<file path="src/rtl/sd_sector_arbiter.sv">
// Round-robin arbiter sharing one SD block-read controller between NREQ sector requesters.
// Define SD_ARB_BYTE_ADDR_EN for byte-addressed (SDSC) cards; the default build passes sector indices through.
module sd_sector_arbiter #(
  parameter int NREQ        = 2,
  parameter int TIMEOUT_CYC = 50_000_000,
  parameter int IDX_W       = 32
) (
  input  logic                    clk,
  input  logic                    reset,
  input  logic [NREQ-1:0]         req,
  input  logic [NREQ*IDX_W-1:0]   req_sector,
  output logic [NREQ-1:0]         gnt,
  output logic [7:0]              rd_data,
  output logic                    rd_valid,
  output logic [8:0]              rd_index,
  output logic [NREQ-1:0]         done,
  output logic [NREQ-1:0]         err,
  input  logic                    sd_ready,
  output logic                    sd_read_en,
  output logic [31:0]             sd_address,
  input  logic [7:0]              sd_data,
  input  logic                    sd_data_ready
);

  // state  | meaning
  // ARB    | idle, pick next requester when the card is ready
  // ISSUE  | readEnable high until the controller drops ready
  // STREAM | forward 512 bytes to the owner
  // DRAIN  | wait for the controller to return to idle, then done
  // HALT   | watchdog fired, card state unknown, wait for reset
  typedef enum logic [2:0] {S_ARB, S_ISSUE, S_STREAM, S_DRAIN, S_HALT} state_t;

  localparam int OW = (NREQ > 1) ? $clog2(NREQ) : 1;
  localparam int WW = $clog2(TIMEOUT_CYC + 1);

  state_t           state, state_nxt;
  logic [OW-1:0]    rr_ptr, owner, pick_idx;
  logic             pick_valid;
  logic [IDX_W-1:0] pick_sector;
  logic [31:0]      pick_addr;
  logic             pick_bad;
  logic [9:0]       byte_cnt;
  logic [WW-1:0]    wd_cnt;
  logic             wd_expired, wd_active;
  logic             do_grant, do_reject, do_byte, do_done, do_timeout;

  function automatic logic [OW-1:0] ptr_next(input logic [OW-1:0] p);
    if (int'(p) == NREQ - 1) return '0;
    return p + 1'b1;
  endfunction

  always_comb begin
    int idx;
    idx        = 0;
    pick_valid = 1'b0;
    pick_idx   = '0;
    for (int k = 0; k < NREQ; k++) begin
      idx = int'(rr_ptr) + k;
      if (idx >= NREQ) idx = idx - NREQ;
      if (!pick_valid && req[idx]) begin
        pick_valid = 1'b1;
        pick_idx   = OW'(idx);
      end
    end
  end

  assign pick_sector = req_sector[pick_idx*IDX_W +: IDX_W];

`ifdef SD_ARB_BYTE_ADDR_EN
  // SDSC cards take a byte address; indices past 4 GiB cannot be expressed.
  assign pick_addr = 32'(pick_sector) << 9;
  assign pick_bad  = (pick_sector >> 23) != '0;
`else
  assign pick_addr = 32'(pick_sector);
  assign pick_bad  = 1'b0;
`endif

  assign wd_expired = (wd_cnt == '0);
  assign wd_active  = (state == S_ISSUE) || (state == S_STREAM) || (state == S_DRAIN);

  always_ff @(posedge clk or negedge reset) begin
    if (!reset) state <= S_ARB;
    else        state <= state_nxt;
  end

  always_comb begin
    state_nxt  = state;
    do_grant   = 1'b0;
    do_reject  = 1'b0;
    do_byte    = 1'b0;
    do_done    = 1'b0;
    do_timeout = 1'b0;
    case (state)
      S_ARB: begin
        if (sd_ready && pick_valid) begin
          if (pick_bad) begin
            do_reject = 1'b1;
          end else begin
            do_grant  = 1'b1;
            state_nxt = S_ISSUE;
          end
        end
      end
      S_ISSUE: begin
        if (wd_expired) begin
          do_timeout = 1'b1;
          state_nxt  = S_HALT;
        end else if (!sd_ready) begin
          state_nxt = S_STREAM;
        end
      end
      S_STREAM: begin
        if (wd_expired) begin
          do_timeout = 1'b1;
          state_nxt  = S_HALT;
        end else if (sd_data_ready && !byte_cnt[9]) begin
          do_byte = 1'b1;
          if (byte_cnt == 10'd511) state_nxt = S_DRAIN;
        end
      end
      S_DRAIN: begin
        if (wd_expired) begin
          do_timeout = 1'b1;
          state_nxt  = S_HALT;
        end else if (sd_ready) begin
          do_done   = 1'b1;
          state_nxt = S_ARB;
        end
      end
      S_HALT:  state_nxt = S_HALT;
      default: state_nxt = S_HALT;
    endcase
  end

  always_ff @(posedge clk or negedge reset) begin
    if (!reset) begin
      gnt        <= '0;
      owner      <= '0;
      rr_ptr     <= '0;
      rd_data    <= '0;
      rd_valid   <= 1'b0;
      rd_index   <= '0;
      done       <= '0;
      err        <= '0;
      sd_read_en <= 1'b0;
      sd_address <= '0;
      byte_cnt   <= '0;
      wd_cnt     <= '0;
    end else begin
      rd_valid   <= do_byte;
      done       <= '0;
      err        <= '0;
      sd_read_en <= (state_nxt == S_ISSUE);
      if (wd_active && !wd_expired) wd_cnt <= wd_cnt - 1'b1;
      if (do_grant) begin
        owner      <= pick_idx;
        gnt        <= NREQ'(1) << pick_idx;
        sd_address <= pick_addr;
        byte_cnt   <= '0;
        wd_cnt     <= WW'(TIMEOUT_CYC - 1);
      end
      if (do_reject) begin
        err    <= NREQ'(1) << pick_idx;
        rr_ptr <= ptr_next(pick_idx);
      end
      if (do_byte) begin
        rd_data  <= sd_data;
        rd_index <= byte_cnt[8:0];
        byte_cnt <= byte_cnt + 1'b1;
      end
      if (do_done) begin
        done   <= gnt;
        rr_ptr <= ptr_next(owner);
        gnt    <= '0;
      end
      if (do_timeout) begin
        err <= gnt;
        gnt <= '0;
      end
    end
  end

endmodule

</file>
<file path="config.mk">
export PLATFORM = sky130hd
export DESIGN_NAME = sd_sector_arbiter
export DESIGN_NICKNAME = d
export VERILOG_FILES = /design/src/rtl/sd_sector_arbiter.sv
export SDC_FILE = /design/constraint.sdc
export NUM_CORES = 1
export LEC_CHECK = 0
export ABC_AREA = 1
export CORE_MARGIN = 10
export CORE_UTILIZATION = 44
export CTS_BUF_LIST = sky130_fd_sc_hd__clkbuf_16
export DETAILED_ROUTE_END_ITERATION = 12
export GPL_ROUTABILITY_DRIVEN = 0
export PLACE_DENSITY = 0.77
export SYNTH_ARGS = -nofsm -noshare
export SYNTH_HDL_FRONTEND = slang
export SYNTH_SLANG_ARGS = --single-unit
</file>
<file path="constraint.sdc">
create_clock -name clk -period 1.67 [get_ports clk]
set_input_delay 0.334 -clock clk [delete_from_list [all_inputs] [get_ports clk]]
set_output_delay 0.334 -clock clk [all_outputs]
set_load 0.01 [all_outputs]
</file>
==> qor.csv <==
metric,value,unit
seqPwrFrac,32.0,%
cts.clk_slew.worst_paths,70,ps
setup_tns,-138,ps
cts_tree,yes,
hold_viol,0,
worst_hold_path_type,input pin to async pin,
slew_headroom,66.1,%
min_period,1690,ps
dieWidth,126,um
yosys_warnings,0,
die-height,126,um
p_per_area,1660,nW/um^2
htreeDepth,3,
numCtsBuffers,9,
track_usage,18.6,%
worstSetupPathType,flop to flop,
first_global_vias,5031,
drc,0,
drt-initial-drc-count,302,
worstSetupStartpointType,flop,
start_util,45.1,%
grt_pass1_wl,24.5,mm
clock_latency,340,ps
io_pins,135,
worst_slack,-24.9,ps
synth_area,4910,sq um
max_slew.worst_pin.slew,508,ps
post-dp-hpwl,11.4,mm
hold_slack,485,ps
avgSynthCellArea,7.52,sq um
cpLargestDelayFamily,simple AND/OR/NAND/NOR gates,
status,finished with violations,
syn-num-nets,733,
ir_drop,0.909,mV
wl,15.8,mm
setup_viol,10,
crit_arrival,1970,ps
instances_no_fill,987,
maxCapViolations,0,
rows,38,
violations,setup timing,
wire_per_inst,16.0,um
yosysSeqAreaShare,50.0,%
fin_nets,922,
syn2layout_area_growth,51.7,%
layout-drive-gt1-share,18.7,%
ys_types,27,
crit_buf_inv,3,
finalClockSkew,3.87,ps
p_int,7330,uW
grt_max_degree,39,
ys_seq_elements,98,
avgViaCountPerCell,5.18,
port_buffers,134,
layout_commonest_cell,nand2_1,
core_area,10900,sq um
critPathMaxFanout,8,
max_freq,0.590,GHz
antenna_found_initial,0,
overflow,0,
leakage,0.00367,uW
final_area,7450,sq um
max_stage_delay,410,ps
dieArea,15800,sq um
clock_path_buffers,2,
period_share,101,%
clock-root-buffer,clkbuf_16,
placed_cells,960,
switchingPower,5070,uW
synthCells,653,
cts.sinks,98,
diodes,0,
p_comb_share,52.4,%
dp_slack,-220,ps
postPlaceCellArea,6800,sq um
firstDrtPassIters,5,
pwr-share-clk,15.6,%
power_switching_share,40.9,%
postRouteAntennaNets,0,
crit_chain,"nor2_2, nand2_1, nor2_4, nand2_2, nor2_4, buf_12, nor2_4, inv_4, clkbuf_16, nand2_2, o21ai_1",
vias,5117,
layout_common_cells,"198 x nand2_1, 125 x clkdlybuf4s50_1, 98 x dfrtp_1, 70 x nor2_1, 55 x o21ai_1",
maxSlewViolCount,0,
cp_slowest_cell,dfrtp_1,
crit_top_cell,nor2_4,
cp.required,1940,ps
rsz0062_at_grt,true,
cp-end-kind,flop,
power by group through the flow:
stage               logic [uW]  clock network, uW  registers [uW]
finish                    6500               1930            3970
global route              7210               2030            4060
CTS                       5940               1950            3880
detailed placement        5880                  0            3880
global placement          5710                  0            3850
floorplan                 2740                  0            4140
cell families after synthesis:
kind of cell	after synthesis	synth area share [%]
AND/OR/NAND/NOR	405	34.9
flip-flops	98	50.0
AO/OA/AOI/OAI	82	8.62
buffers and inverters	62	5.33
XOR/XNOR	4	0.714
adder cells (fa/ha/maj)	2	0.510
worst reg2reg max path: stages (launching register included):
cell and delay, ps:
dfrtp_1 410, nor2_2 140, nand2_1 120, nor2_4 140
nand2_2 80, nor2_4 160, buf_12 130, nor2_4 60
inv_4 120, clkbuf_16 170, nand2_2 40, o21ai_1 60
sequential cells by signal, summed over array words and instances, names as in the netlist, 3 cells and up:
name and cells:
state 3, rd_index 9, sd_address 32, wd_cnt 26, rd_data 8, byte_cnt 10
final timing paths:
kind | startpoint | endpoint | slack [ps] | cells after the start
worst min register to register | rd_data[6] | rd_data[6] | 490 | 2
worst max register to register | wd_cnt[18] | rd_index[5] | -20 | 11
worst min-delay path | reset | rd_data[1] | 480 | 2
worst max-delay path | wd_cnt[18] | rd_index[5] | -20 | 11
max in group asynchronous | reset | sd_address[23] | 610 | 3
min in group clk | rd_data[6] | rd_data[6] | 490 | 2
layout make-up:
type | count | area [sq um]
fillers | 832 | 3440
multi-input cells | 495 | 2420
flip-flops and latches | 98 | 2450
clock inverters | 7 | 42.5
repair buffers | 200 | 1980
inverters | 38 | 145
clock buffers | 9 | 225
well taps | 140 | 175
synth_stat cells:
cell,instances,area [sq um]
buf_6,2,22.5
o21ai_0,15,75.1
o21ai_1,60,300
nand2_1,223,837
nor2_1,89,334
a21oi_1,2,10.0
dfrtp_1,98,2450
o21a_1,1,7.51
nand2_2,3,18.8
o21bai_1,1,7.51
nand3_1,49,245
nand4_1,18,113
buf_4,1,7.51
xor2_1,4,35.0
buf_2,8,40.0
nand3b_1,3,22.5
nor2_4,4,45.0
or2_0,1,6.26
inv_2,6,22.5
inv_1,32,120
ha_1,2,25.0
a21o_1,3,22.5
nor2_2,5,31.3
nor3_1,3,15.0
clkbuf_1,13,48.8
or2_2,5,31.3
or2_1,2,12.5
repair_timing:
action | CTS | global route
resized for setup | 6 | 70
hold endpoints to repair | 30 | 0
setup buffers | 0 | 4
endpoints found under the setup margin | 58 | 65
hold buffers | 1 | 0
cloned | 0 | 6
pin swaps | 0 | 6
per-layer routing:
metal  global-route usage [%]  part of all wire [%]  up-vias
met5                        0                     0        -
met4                     4.81                   1.4        0
met3                     10.4                    12       21
met2                     29.4                    47      216
met1                     21.3                    40     2400
li1                         -                     -     2480
per-stage QoR:
| step | utilization, % | total power [uW] |
|---|---|---|
| floorplan | - | 6880 |
| global placement | 62.5 | 9560 |
| detailed placement | 62.5 | 9760 |
| CTS | 65.2 | 11800 |
| global route | 68.4 | 13300 |
| finish | 68.4 | 12400 |
Note: power is estimated with default switching activity, not from simulation.
